===== src/rtl/uart_tx_arbiter_if.sv =====
// Request/grant and UART parallel-load bundle for uart_tx_arbiter.
// The arbiter takes the slave view; clients and the UART_TX side take the master view.
interface uart_tx_arbiter_if #(
   parameter int unsigned NUM_REQ    = 4,
   parameter int unsigned DATA_WIDTH = 8
);
   logic [NUM_REQ-1:0]            req;
   logic [NUM_REQ*DATA_WIDTH-1:0] req_data;
   logic [NUM_REQ-1:0]            req_par_en;
   logic [NUM_REQ-1:0]            req_par_typ;
   logic [NUM_REQ-1:0]            ack;
   logic [NUM_REQ-1:0]            done;
   logic [$clog2(NUM_REQ)-1:0]    grant_id;
   logic [DATA_WIDTH-1:0]         P_DATA;
   logic                          PAR_EN;
   logic                          PAR_TYP;
   logic                          DATA_VALID;
   logic                          Busy;

   modport slave (
      input  req, req_data, req_par_en, req_par_typ, Busy,
      output ack, done, grant_id, P_DATA, PAR_EN, PAR_TYP, DATA_VALID
   );

   modport master (
      output req, req_data, req_par_en, req_par_typ, Busy,
      input  ack, done, grant_id, P_DATA, PAR_EN, PAR_TYP, DATA_VALID
   );
endinterface


===== src/rtl/uart_tx_arbiter.sv =====
// Round-robin arbiter sharing one UART_TX among NUM_REQ byte requesters.
// Optional UART_ARB_TIMEOUT_EN adds port err and releases the owner if Busy never rises.
module uart_tx_arbiter #(
   parameter int unsigned NUM_REQ      = 4,
   parameter int unsigned DATA_WIDTH   = 8,
   parameter int unsigned BUSY_TIMEOUT = 8
) (
   input  logic             clk,
   input  logic             reset,
`ifdef UART_ARB_TIMEOUT_EN
   output logic             err,
`endif
   uart_tx_arbiter_if.slave bus
);
   localparam int unsigned GW = $clog2(NUM_REQ);

   localparam logic [1:0] S_IDLE      = 2'd0;
   localparam logic [1:0] S_LAUNCH    = 2'd1;
   localparam logic [1:0] S_WAIT_BUSY = 2'd2;
   localparam logic [1:0] S_WAIT_DONE = 2'd3;

   if (NUM_REQ < 2 || NUM_REQ > 8 || BUSY_TIMEOUT < 2) begin : g_cfg_check
      $error("uart_tx_arbiter: unsupported NUM_REQ or BUSY_TIMEOUT");
   end

   logic [1:0]            r_state;
   logic [GW-1:0]         r_rr_ptr;
   logic [GW-1:0]         r_grant;
   logic [NUM_REQ-1:0]    r_ack;
   logic [NUM_REQ-1:0]    r_done;
   logic [DATA_WIDTH-1:0] r_pdata;
   logic                  r_par_en;
   logic                  r_par_typ;
   logic                  r_dv;

`ifdef UART_ARB_TIMEOUT_EN
   localparam int unsigned CW = $clog2(BUSY_TIMEOUT);
   logic [CW-1:0]         r_cnt;
   logic                  r_err;
   assign err = r_err;
`endif

   logic                  w_found;
   logic [GW-1:0]         w_winner;
   logic [GW-1:0]         w_cand;
   logic [DATA_WIDTH-1:0] w_data;

   // First requester after the last owner, wrapping; the last owner itself is checked last.
   always_comb begin
      w_found  = 1'b0;
      w_winner = '0;
      w_cand   = '0;
      for (int unsigned k = 1; k <= NUM_REQ; k++) begin
         w_cand = GW'((32'(r_rr_ptr) + k) % NUM_REQ);
         if (!w_found && bus.req[w_cand]) begin
            w_found  = 1'b1;
            w_winner = w_cand;
         end
      end
      w_data = DATA_WIDTH'(bus.req_data >> (32'(w_winner) * DATA_WIDTH));
   end

   always_ff @(posedge clk) begin
      if (!reset) begin
         r_state   <= S_IDLE;
         r_rr_ptr  <= GW'(NUM_REQ - 1);
         r_grant   <= '0;
         r_ack     <= '0;
         r_done    <= '0;
         r_pdata   <= '0;
         r_par_en  <= 1'b0;
         r_par_typ <= 1'b0;
         r_dv      <= 1'b0;
`ifdef UART_ARB_TIMEOUT_EN
         r_cnt     <= '0;
         r_err     <= 1'b0;
`endif
      end else begin
         r_ack  <= '0;
         r_done <= '0;
         r_dv   <= 1'b0;
`ifdef UART_ARB_TIMEOUT_EN
         r_err  <= 1'b0;
`endif
         case (r_state)
            S_IDLE: begin
               if (w_found && !bus.Busy) begin
                  r_pdata   <= w_data;
                  r_par_en  <= bus.req_par_en[w_winner];
                  r_par_typ <= bus.req_par_typ[w_winner];
                  r_grant   <= w_winner;
                  r_ack     <= NUM_REQ'(1) << w_winner;
                  r_dv      <= 1'b1;
                  r_state   <= S_LAUNCH;
               end
            end
            S_LAUNCH: begin
`ifdef UART_ARB_TIMEOUT_EN
               r_cnt   <= '0;
`endif
               r_state <= S_WAIT_BUSY;
            end
            S_WAIT_BUSY: begin
               if (bus.Busy) begin
                  r_state <= S_WAIT_DONE;
               end
`ifdef UART_ARB_TIMEOUT_EN
               // Counter starts one cycle after DATA_VALID, hence the -2 for err at +BUSY_TIMEOUT.
               else if (r_cnt == CW'(BUSY_TIMEOUT - 2)) begin
                  r_err    <= 1'b1;
                  r_done   <= NUM_REQ'(1) << r_grant;
                  r_rr_ptr <= r_grant;
                  r_state  <= S_IDLE;
               end else begin
                  r_cnt <= r_cnt + 1'b1;
               end
`endif
            end
            S_WAIT_DONE: begin
               if (!bus.Busy) begin
                  r_done   <= NUM_REQ'(1) << r_grant;
                  r_rr_ptr <= r_grant;
                  r_state  <= S_IDLE;
               end
            end
            default: r_state <= S_IDLE;
         endcase
      end
   end

   assign bus.ack        = r_ack;
   assign bus.done       = r_done;
   assign bus.grant_id   = r_grant;
   assign bus.P_DATA     = r_pdata;
   assign bus.PAR_EN     = r_par_en;
   assign bus.PAR_TYP    = r_par_typ;
   assign bus.DATA_VALID = r_dv;
endmodule


===== src/flat_wrapper.sv =====
// flat-port wrapper written by rule: the top's interface ports become plain ports
module uart_tx_arbiter_flat 
#(
   parameter int unsigned NUM_REQ      = 4,
   parameter int unsigned DATA_WIDTH   = 8,
   parameter int unsigned BUSY_TIMEOUT = 8
)
  (clk, reset, bus_req, bus_req_data, bus_req_par_en, bus_req_par_typ, bus_Busy, bus_ack, bus_done, bus_grant_id, bus_P_DATA, bus_PAR_EN, bus_PAR_TYP, bus_DATA_VALID);
  uart_tx_arbiter_if #(.NUM_REQ(NUM_REQ), .DATA_WIDTH(DATA_WIDTH)) bus_i ();
  input  logic clk;
  input  logic reset;
  input wire logic [$bits(bus_i.req)-1:0] bus_req;
  input wire logic [$bits(bus_i.req_data)-1:0] bus_req_data;
  input wire logic [$bits(bus_i.req_par_en)-1:0] bus_req_par_en;
  input wire logic [$bits(bus_i.req_par_typ)-1:0] bus_req_par_typ;
  input wire logic [$bits(bus_i.Busy)-1:0] bus_Busy;
  output wire logic [$bits(bus_i.ack)-1:0] bus_ack;
  output wire logic [$bits(bus_i.done)-1:0] bus_done;
  output wire logic [$bits(bus_i.grant_id)-1:0] bus_grant_id;
  output wire logic [$bits(bus_i.P_DATA)-1:0] bus_P_DATA;
  output wire logic [$bits(bus_i.PAR_EN)-1:0] bus_PAR_EN;
  output wire logic [$bits(bus_i.PAR_TYP)-1:0] bus_PAR_TYP;
  output wire logic [$bits(bus_i.DATA_VALID)-1:0] bus_DATA_VALID;
  assign bus_i.req = bus_req;
  assign bus_i.req_data = bus_req_data;
  assign bus_i.req_par_en = bus_req_par_en;
  assign bus_i.req_par_typ = bus_req_par_typ;
  assign bus_i.Busy = bus_Busy;
  assign bus_ack = bus_i.ack;
  assign bus_done = bus_i.done;
  assign bus_grant_id = bus_i.grant_id;
  assign bus_P_DATA = bus_i.P_DATA;
  assign bus_PAR_EN = bus_i.PAR_EN;
  assign bus_PAR_TYP = bus_i.PAR_TYP;
  assign bus_DATA_VALID = bus_i.DATA_VALID;
  uart_tx_arbiter #(.NUM_REQ(NUM_REQ), .DATA_WIDTH(DATA_WIDTH), .BUSY_TIMEOUT(BUSY_TIMEOUT)) u_core (.clk(clk), .reset(reset), .bus(bus_i));
endmodule

===== config.mk =====
export PLATFORM = sky130hd
export DESIGN_NAME = uart_tx_arbiter_flat
export DESIGN_NICKNAME = d
export VERILOG_FILES = /design/src/rtl/uart_tx_arbiter_if.sv /design/src/rtl/uart_tx_arbiter.sv /design/src/flat_wrapper.sv
export SDC_FILE = /design/constraint.sdc
export NUM_CORES = 1
export LEC_CHECK = 0
export BUFFER_PORTS_ARGS = -buffer_cell sky130_fd_sc_hd__buf_2
export CAP_MARGIN = 5
export CORE_MARGIN = 10
export CORE_UTILIZATION = 40
export DETAILED_ROUTE_END_ITERATION = 6
export GPL_TIMING_DRIVEN = 0
export MAX_ROUTING_LAYER = met4
export PLACE_DENSITY = 0.86
export SLEW_MARGIN = 10
export SYNTH_ARGS = -nofsm -noshare
export SYNTH_HDL_FRONTEND = slang
export SYNTH_SLANG_ARGS = --single-unit

===== constraint.sdc =====
create_clock -name clk -period 1.6 [get_ports clk]
set_input_delay 0.08 -clock clk [delete_from_list [all_inputs] [get_ports clk]]
set_output_delay 0.08 -clock clk [all_outputs]
set_load 0.01 [all_outputs]

==> run_results.csv, run 1 <==
group,metric,value,unit
status,status,"finished, violations left",
status,violations,"negative setup slack",
sta,finalCritPeriodShare,1.05,
finish,fin_util,0.600,
routing,drtAntennaViolNets,0,
finish,instances_no_fill,253,
setup_path,crit_chain,"nand3b_1, a31oi_4, buf_12, mux2_4, a221o_1",
power_and_ir_drop,intPower,1.14,mW
setup_path,r2r_cells,5,
finish,insertedDiodeCount,0,
hold_path,min_from,"bus_req_data[14]",
power_and_ir_drop,swShare,0.327,
finish,fin_nets,261,
clock_network,ctsHtreeMaxLevel,1,
sta,clock.fmax,0.594,GHz
setup_path,max_stage_delay,0.37,ns
power_and_ir_drop,peakVddDrop,0.415,mV
clock_network,numCtsBuffers,3,
setup_path,timing.rr.start,"u_core.r_rr_ptr[0]",
sta,worstMarginPinSlew,0.660,ns
synthesis,yosysWarnings,0,
synthesis,synth.net_count,179,
global_routing,grt_max_degree,16,
sta,finalHoldViolCount,0,
die,die_x,76.8,um
synthesis,synth-seq-area-share,0.388,
setup_path,worst_setup_path_end_kind,"register",
setup_path,start_kind,"register",
placed_design,place_hpwl,2.82,mm
clock_network,cts_tree,"yes",
setup_path,path_class,"reg2reg",
global_routing,grt_pass1_vias,1279,
routing,avgViaCountPerCell,4.92,
power_and_ir_drop,power.switching,0.552,mW
power_and_ir_drop,pwr_density_cell,913,nW/um2
sta,rsz0062_at_grt,"true",
finish,drive_gt1_frac,0.507,
clock_network,root_buffer,"clkbuf_4",
sta,finalSetupViolCount,6,
hold_path,hp-class,"in2reg",
sta,drv_slew,0,
clock_network,worstSkewPairLatency,0.33,ns
routing,route.detailed.drc,0,
placed_design,dp.cells,239,
placed_design,dp_slack,-0.237,ns
sta,fin_ws,-0.0832,ns
synthesis,ys_types,33,
die,start_util,0.420,
die,chipHeight,76.8,um
power_and_ir_drop,p_comb_frac,0.380,
hold_path,hold_depth,3,
power_and_ir_drop,clkPwrFrac,0.176,
sta,whs,0.000797,ns
clock_network,cts_buffer_depth,2,
setup_path,r2r_end,"u_core.bus.P_DATA[2]",
routing,routed_wl,3.68,mm
synthesis,synth_edf_count,0,
sta,slew_headroom,0.559,
setup_path,crit_fanout,6,
routing,drt-pass1-iter-count,4,
finish,areaGrowthSynthToFinish,43.1,%
die,core-area,3080,um2
global_routing,grtUsageTotal,0.126,
power_and_ir_drop,leakage,0.891,nW
synthesis,ys_async_sr_fraction,0,
hold_path,holdPathEnd,"u_core.bus.P_DATA[6]",
routing,drtIter0Drc,44,
routing,via_count,1244,
routing,wire_per_inst,14.5,um
global_routing,antenna_found_initial,0,
placed_design,port_buffers,67,
synthesis,synthTopCellsByCount,"25 x dfxtp_1, 18 x mux2i_1, 17 x nor2_1, 6 x a221o_1, 6 x mux2_2",
synthesis,synthTopCellsByArea,"dfxtp_1 39%, mux2i_1 14%, mux2_2 5.2%",
setup_path,worst_path_max_delay_cell,"dfxtp_4",
die,rows,20,
synthesis,synth_top_area_cell,"dfxtp_1",
setup_path,reg2reg_slack,-0.08,ns
placed_design,gp_congestion,0.782,
sta,finClkSkew,0.0120,ns
setup_path,cp.required,1.84,ns
die,io_pins,68,
synthesis,synth.avg_cell_area,10.1,um2
synthesis,synth_cells,128,
global_routing,grt_pass1_wl,6.08,mm
job,drv_cap,0,
setup_path,cp.arrival,1.92,ns
synthesis,synth-seq-cells,25,
synthesis,yosysMostFrequentCell,"dfxtp_1",
power_and_ir_drop,seq_power_share,0.444,
setup_path,cp-startpoint,"u_core.r_rr_ptr[0]",
synthesis,yosys_most_used_dff,"dfxtp_1",
clock_network,clkSinkCount,25,
synthesis,syn-cell-area,1290,um2
synthesis,synth_top_area_share,0.388,
sta,period_needed,1.68,ns
clock_network,path_clk_slew,0.15,ns
global_routing,gr-total-overflow,0,
die,die_area,5900,um2
-- metal layers --
layer	share of wire	track usage	vias up
li1	-	-	627
met2	0.53	0.221	27
met3	0.027	0.0163	5
met5	0	-	-
met4	0.017	0.0558	0
met1	0.43	0.140	585
-- cell usage in the layout (no fill, tap or decap), drive strengths merged, types with 5 or more instances in the layout --
cell and instances:
buf 80, dfxtp 25, mux2i 18, nor2 17, a221o 6, mux2 6
inv 6, nand2b 5, nand2 5
-- worst max-delay path: cells and delay by family, from the launching register on --
kind | cells | cell delay (ns)
AO/OA/AOI/OAI | 2 | 0.59
flip-flops | 1 | 0.37
multiplexers | 1 | 0.30
AND/OR/NAND/NOR | 1 | 0.19
buffers and inverters | 1 | 0.16
-- cells by family after synthesis --
group | after synthesis | synth area share
fa+ha+maj | 4 | 0.0388
flops | 25 | 0.388
simple gates | 39 | 0.166
mux | 24 | 0.192
compound gates | 26 | 0.170
buf+inv | 10 | 0.0465
-- cell type report --
cell class / instances / area [um2]
Fill cell: 283 / 1230
Multi-Input combinational cell: 93 / 762
Sequential cell: 25 / 510
Timing Repair Buffer: 78 / 433
Tap cell: 44 / 55.1
Buffer: 3 / 30.0
Inverter: 6 / 27.5
Clock buffer: 3 / 22.5
Clock inverter: 1 / 7.51
-- worst max path at each step --
stage	endpoint	slack, ns	cells past startpoint
after floorplan	u_core.bus.P_DATA[7]	-0.04	7
after global placement	u_core.bus.P_DATA[7]	-0.22	7
after detailed placement	u_core.bus.P_DATA[7]	-0.24	7
after CTS	u_core.bus.P_DATA[2]	-0.09	5
after global routing	u_core.bus.P_DATA[3]	-0.12	5
final	u_core.bus.P_DATA[2]	-0.08	5
-- flip-flops by register name, summed over array words and instances, names as in the netlist --
| register | count |
|---|---|
| u_core.bus.PAR_TYP | 1 |
| u_core.bus.DATA_VALID | 1 |
| u_core.bus.done | 4 |
| u_core.r_rr_ptr | 2 |
| u_core.bus.grant_id | 2 |
| u_core.bus.P_DATA | 8 |
| u_core.bus.PAR_EN | 1 |
| u_core.r_state | 2 |
| u_core.bus.ack | 4 |
-- per-stage QoR --
stage                     instance area, um2  setup TNS, ns  power [mW]
final                                   1850         -0.424        1.69
after global routing                    1850         -0.922        1.81
after CTS                               1840         -0.471        1.69
after detailed placement                1690          -1.86        1.30
after global placement                  1690          -1.67        1.28
after floorplan                         1300         -0.245        1.11
-- power by group through the flow --
stage | clock network, mW | registers (mW) | logic, mW
4_1_cts | 0.304 | 0.750 | 0.634
3_3_place_gp | 0 | 0.757 | 0.526
3_5_place_dp | 0 | 0.759 | 0.542
6_report | 0.296 | 0.750 | 0.642
5_1_grt | 0.332 | 0.762 | 0.716
2_1_floorplan | 0 | 0.784 | 0.324
-- timing repair --
action / 4_1_cts / 5_1_grt
hold endpoints to repair: 2 / 0
buffers inserted: 9 / 1
pin swaps: 4 / 1
hold buffers: 1 / 0
setup endpoints to repair: 11 / 10
resized for setup: 13 / 4
No activity file was read; power rests on OpenSTA's default activity.
==> inputs of run 2 (changes only) <==
--- a/config.mk
+++ b/config.mk
@@ -11,6 +11,7 @@
 export CORE_UTILIZATION = 40
 export DETAILED_ROUTE_END_ITERATION = 6
 export GPL_TIMING_DRIVEN = 0
+export HOLD_SLACK_MARGIN = 0.15
 export MAX_ROUTING_LAYER = met4
 export PLACE_DENSITY = 0.86
 export SLEW_MARGIN = 10
==> run 2 against run 1 <==
  * The flow still finishes with violations (negative setup slack)
  * Register-to-register slack worse by 0.097 ns
  * Wire length is 69% higher
  * Power increased by 13%
  * Sequential share of layout area down 6.1 points
  * Non-clock buffer count grew 47
  * Via count increased by 30%
  * Worst setup slack worse by 0.097 ns
  * Sequential power up 0.5%
  * Combinational power is 32% higher
  * Core utilization is 17 points higher
==> run_results.csv, run 2 (same netlist as run 1, synthesis figures left out) <==
group,metric,value,unit
power_and_ir_drop,pwr_density_cell,809,nW/um2
routing,drt-pass1-iter-count,6,
clock_network,numCtsBuffers,3,
die,rows,20,
setup_path,crit_fanout,5,
placed_design,port_buffers,67,
setup_path,crit_end,"u_core.bus.P_DATA[0]",
clock_network,worstSkewPairLatency,0.35,ns
finish,areaGrowthSynthToFinish,83.3,%
routing,avgViaCountPerCell,5.34,
sta,finClkSkew,0.0162,ns
clock_network,ctsHtreeMaxLevel,1,
status,violations,"negative setup slack",
status,status,"finished, violations left",
setup_path,reg2reg_slack,-0.18,ns
sta,slew_headroom,0.654,
sta,finalSetupViolCount,10,
job,drv_cap,0,
routing,drtIter0Drc,227,
clock_network,path_clk_slew,0.16,ns
global_routing,gr-total-overflow,0,
sta,rsz0062_at_grt,"true",
sta,worstMarginPinSlew,0.515,ns
sta,drv_slew,0,
power_and_ir_drop,leakage,1.12,nW
setup_path,cp.arrival,2.04,ns
global_routing,grt_pass1_vias,1663,
die,die_x,76.8,um
finish,stdcell_area,2370,um2
finish,most-common-layout-cells,"67 x buf_2, 42 x dlygate4sd3_1, 21 x dfxtp_1",
global_routing,grtUsageTotal,0.187,
die,core-area,3080,um2
die,start_util,0.420,
sta,whs,0.202,ns
setup_path,cp-startpoint,"u_core.r_rr_ptr[0]",
setup_path,timing.rr.start,"u_core.r_rr_ptr[0]",
global_routing,grt_pass1_wl,8.58,mm
routing,drtAntennaViolNets,0,
die,die_area,5900,um2
routing,routed_wl,6.21,mm
finish,fillers,212,
routing,wire_per_inst,20.5,um
setup_path,r2r_end,"u_core.bus.P_DATA[0]",
setup_path,worst_setup_path_end_kind,"register",
die,chipHeight,76.8,um
sta,finalCritPeriodShare,1.11,
setup_path,path_class,"reg2reg",
clock_network,cts_tree,"yes",
setup_path,start_kind,"register",
sta,period_needed,1.78,ns
placed_design,place_hpwl,2.82,mm
finish,mostFrequentLayoutCell,"buf_2",
setup_path,r2r_cells,7,
placed_design,dp_slack,-0.237,ns
sta,clock.fmax,0.562,GHz
clock_network,cts_buffer_depth,2,
clock_network,clkSinkCount,25,
finish,regArea,510,um2
global_routing,grt_max_degree,16,
hold_path,hp-class,"in2reg",
die,io_pins,68,
finish,drive_gt1_frac,0.441,
placed_design,place_area,1690,um2
placed_design,gp_congestion,0.782,
routing,via_count,1617,
setup_path,cp.required,1.86,ns
finish,fin_nets,308,
power_and_ir_drop,peakVddDrop,0.448,mV
sta,fin_ws,-0.180,ns
global_routing,antenna_found_initial,2,
sta,finalHoldViolCount,0,
finish,multi_input_comb_area,782,um2
finish,largest_reg_flops,8,
routing,route.detailed.drc,0,
clock_network,root_buffer,"clkbuf_4",
[run 2: changes by cell type in the layout (fill, tap and decap cells not counted), sizes merged]
cell,before,now
buf,80,85
clkbuf,3,4
diode,0,3
dlygate4sd3,1,42
[run 2: how the worst min path moves through the flow]
stage / start / end / slack (ns) / depth (start not counted)
floorplan: reset / u_core.r_rr_ptr[0] / 0.14 / 1
global placement: reset / u_core.r_rr_ptr[0] / 0.33 / 2
detailed placement: reset / u_core.r_rr_ptr[1] / 0.33 / 2
CTS: bus_req[1] / u_core.bus.grant_id[0] / 0.16 / 5
global route: bus_req_data[28] / u_core.bus.P_DATA[4] / 0.18 / 4
finish: bus_req_data[28] / u_core.bus.P_DATA[4] / 0.20 / 4
[run 2: worst max-delay path, stage by stage, from the launching register on]
cell and delay [ns]:
dfxtp_4 0.38, nand3b_1 0.19, a31oi_4 0.21, buf_4 0.19, buf_8 0.14, mux2i_1 0.24, nor2_1 0.10, a221o_1 0.26
[run 2: routing by layer]
metal	vias to the layer above	part of all wire	track usage	wire length (um)
met2	119	0.54	0.324	3330
met5	-	0	-	0
met4	0	0.075	0.177	465
met3	38	0.067	0.0338	415
li1	724	-	-	-
met1	736	0.32	0.170	2010
[run 2: stage by stage]
stage                     TNS [ns]   util  instances  total power, mW
after floorplan             -0.245      -        128             1.11
after global placement       -1.67  0.548        239             1.28
after detailed placement     -1.86  0.548        239             1.30
after CTS                   -0.471  0.730        293             1.76
after global routing         -1.87  0.768        302             2.02
final                        -1.18  0.769        303             1.92
[run 2: power by group]
part | switching, mW | total (mW) | internal [mW] | leakage [nW]
sequential | 0.0525 | 0.754 | 0.701 | 0.204
clock | 0.217 | 0.313 | 0.0963 | 0.0140
combinational | 0.389 | 0.848 | 0.460 | 0.901
[run 2: timing repair]
item                                   in CTS  in global routing
setup endpoints to repair                  11                 10
endpoints found under the hold margin      21                  0
pin swaps                                   4                  2
hold buffers                               42                  0
buffers inserted                            9                  6
cloned                                      0                  1
resized for setup                          13                 14
[run 2: area by class of cell]
class | instances | area share
Timing Repair Buffer | 125 | 0.386
Multi-Input combinational cell | 93 | 0.330
Sequential cell | 25 | 0.216
Tap cell | 44 | 0.0233
Buffer | 3 | 0.0174
Inverter | 6 | 0.0116
Clock buffer | 3 | 0.00951
Clock inverter | 1 | 0.00317
Antenna cell | 3 | 0.00317
==> inputs of run 3 (changes only) <==
--- a/config.mk
+++ b/config.mk
@@ -5,16 +5,15 @@
 export SDC_FILE = /design/constraint.sdc
 export NUM_CORES = 1
 export LEC_CHECK = 0
+export ABC_AREA = 1
 export BUFFER_PORTS_ARGS = -buffer_cell sky130_fd_sc_hd__buf_2
 export CAP_MARGIN = 5
-export CORE_MARGIN = 10
-export CORE_UTILIZATION = 40
+export CORE_UTILIZATION = 42
 export DETAILED_ROUTE_END_ITERATION = 6
 export GPL_TIMING_DRIVEN = 0
 export HOLD_SLACK_MARGIN = 0.15
 export MAX_ROUTING_LAYER = met4
-export PLACE_DENSITY = 0.86
-export SLEW_MARGIN = 10
+export PLACE_DENSITY = 0.87
 export SYNTH_ARGS = -nofsm -noshare
 export SYNTH_HDL_FRONTEND = slang
 export SYNTH_SLANG_ARGS = --single-unit
==> run 3 against run 2 <==
  * The flow finishes with violations (design-rule violations, negative setup slack)
  * Clock power is 3% higher
  * Register-to-register slack got worse by 0.34 ns
  * Core utilization is 8.4 points higher
  * Synthesized cell count increased by 78%
  * Worst setup slack got worse by 0.34 ns
  * Final area is 21% higher
  * Critical path depth grew 7
  * Largest cell class is now multi-input combinational cells
  * Sequential power rose by 12%
==> run_results.csv, run 3 <==
group,metric,value,unit
clock_network,cts_buffer_depth,2,
synthesis,synthTopCellsByArea,"dfxtp_1 34%, nand3_1 20%, nand2_1 20%",
die,core-area,3360,um2
sta,rsz0062_at_grt,"true",
finish,fin_nets,415,
global_routing,gr-total-overflow,0,
clock_network,clkSinkCount,25,
synthesis,synth_top_area_share,0.338,
die,rows,21,
routing,wl_met2,3.96,mm
sta,setup_tns,-7.72,ns
setup_path,path_class,"reg2reg",
synthesis,yosysMostFrequentCell,"nand2_1",
setup_path,cp.required,1.84,ns
sta,slew_headroom,0.778,
synthesis,synth-seq-cells,25,
hold_path,hold_depth,5,
synthesis,yosys_most_used_dff,"dfxtp_1",
synthesis,synth-seq-area-share,0.338,
synthesis,synth_cells,228,
sta,period_needed,2.12,ns
setup_path,start_kind,"register",
clock_network,path_clk_slew,0.14,ns
finish,mostFrequentLayoutCell,"buf_2",
setup_path,r2r_cells,14,
hold_path,holdPathEnd,"u_core.bus.P_DATA[7]",
sta,worstMarginPinSlew,0.334,ns
routing,avgViaCountPerCell,6.34,
routing,route.detailed.drc,31,
clock_network,numCtsBuffers,3,
synthesis,ys_async_sr_fraction,0,
clock_network,worstSkewPairLatency,0.34,ns
sta,clock.fmax,0.471,GHz
setup_path,crit_fanout,6,
sta,finalSetupViolCount,19,
synthesis,synth.net_count,279,
hold_path,hp-class,"in2reg",
synthesis,ys_types,24,
power_and_ir_drop,pwr_density_cell,1180,nW/um2
power_and_ir_drop,leakage,1.48,nW
synthesis,synthTopCellsByCount,"77 x nand2_1, 60 x nand3_1, 25 x dfxtp_1, 15 x inv_1",
placed_design,gp_congestion,0.867,
clock_network,ctsHtreeMaxLevel,1,
placed_design,dp_slack,-0.217,ns
placed_design,place_hpwl,2.86,mm
clock_network,root_buffer,"clkbuf_4",
sta,drv_slew,0,
die,die_area,3760,um2
die,chipHeight,61.3,um
setup_path,r2r_end,"u_core.bus.P_DATA[3]",
setup_path,reg2reg_slack,-0.52,ns
sta,fin_ws,-0.524,ns
sta,finalCritPeriodShare,1.33,
routing,wire_per_inst,23.0,um
sta,whs,0.179,ns
global_routing,grt_pass1_wl,11.5,mm
sta,finalHoldViolCount,0,
power_and_ir_drop,power,3.37,mW
routing,top_layer_used,"met4",
routing,via_count,2617,
power_and_ir_drop,peakVddDrop,0.909,mV
global_routing,antenna_found_initial,3,
synthesis,synth_top_area_cell,"dfxtp_1",
routing,wl_met1,2.89,mm
synthesis,synth.avg_cell_area,6.49,um2
routing,drtAntennaViolNets,0,
die,start_util,0.440,
finish,areaGrowthSynthToFinish,94.1,%
global_routing,grtUsageTotal,0.461,
placed_design,port_buffers,66,
setup_path,worst_setup_path_end_kind,"register",
routing,routed_wl,9.48,mm
clock_network,cts_tree,"yes",
finish,most-common-layout-cells,"68 x buf_2, 57 x nand2_1, 41 x dlygate4sd3_1",
placed_design,dp.cells,340,
synthesis,synth_edf_count,0,
synthesis,yosysWarnings,0,
die,die_x,61.3,um
hold_path,min_from,"bus_req_data[7]",
routing,met3_length,1.29,mm
setup_path,cp.arrival,2.37,ns
routing,drt-pass1-iter-count,7,
synthesis,syn-cell-area,1480,um2
global_routing,grt_max_degree,17,
routing,drtIter0Drc,510,
global_routing,grt_pass1_vias,2191,
job,drv_cap,0,
status,violations,"design-rule violations, negative setup slack",
finish,instances_no_fill,413,
status,status,"finished, violations left",
finish,largest_reg_flops,8,
finish,drive_gt1_frac,0.466,
setup_path,timing.rr.start,"u_core.r_rr_ptr[0]",
sta,finClkSkew,0.0173,ns
die,io_pins,68,
-- run 3: layout make-up --
| class | instances | area [um2] |
|---|---|---|
| Antenna cell | 4 | 10.0 |
| Buffer | 12 | 131 |
| Clock buffer | 3 | 22.5 |
| Clock inverter | 1 | 8.76 |
| Fill cell | 170 | 493 |
| Inverter | 18 | 77.6 |
| Multi-Input combinational cell | 173 | 1110 |
| Sequential cell | 25 | 503 |
| Tap cell | 46 | 57.6 |
| Timing Repair Buffer | 131 | 948 |
-- run 3: cells by family after synthesis --
kind of cell | after synthesis | synth area share
AO/OA/AOI/OAI | 10 | 0.0381
buffers and inverters | 30 | 0.102
flip-flops | 25 | 0.338
AND/OR/NAND/NOR | 159 | 0.488
adder cells (fa/ha/maj) | 4 | 0.0338
-- run 3: critical path, cell delays in order, from the launching register on --
cell	delay (ns)
dfxtp_2	0.38
buf_6	0.14
inv_8	0.04
buf_6	0.12
nand2_1	0.06
nand2_1	0.06
nand2_1	0.11
nand2_2	0.12
o21ai_4	0.19
nand3_4	0.18
buf_6	0.18
nand3_1	0.17
nand3_2	0.12
nand3_2	0.09
nand2_1	0.06
-- run 3: how the worst max path moves through the flow --
stage	startpoint	to
floorplan	u_core.r_rr_ptr[0]	u_core.bus.P_DATA[7]
finish	u_core.r_rr_ptr[0]	u_core.bus.P_DATA[3]
global placement	u_core.r_rr_ptr[0]	u_core.bus.P_DATA[5]
detailed placement	u_core.r_rr_ptr[0]	u_core.bus.P_DATA[7]
CTS	u_core.r_rr_ptr[0]	u_core.bus.P_DATA[2]
global route	u_core.r_rr_ptr[0]	u_core.bus.P_DATA[3]
-- run 3: through the flow --
stage | area [um2] | util
floorplan | 1480 | -
global placement | 1870 | 0.557
detailed placement | 1870 | 0.557
CTS | 2610 | 0.776
global route | 2870 | 0.853
finish | 2870 | 0.853
-- run 3: what timing repair did --
action,in CTS,in global routing
hold buffers,41,0
setup endpoints to repair,19,19
pin swaps,21,16
resized for setup,51,50
gates cloned,5,2
endpoints found under the hold margin,17,0
buffers inserted,13,4
-- run 3: per-layer routing --
layer / vias to the layer above / track usage
met5: - / -
li1: 1023 / -
met3: 148 / 0.244
met1: 1129 / 0.483
met2: 317 / 0.682
met4: 0 / 0.286
-- run 3: report_power, final --
part	internal [mW]	total (mW)	switching, mW
clock network	0.102	0.321	0.219
logic	0.887	2.21	1.32
registers	0.753	0.845	0.0916
total	1.74	3.37	1.63
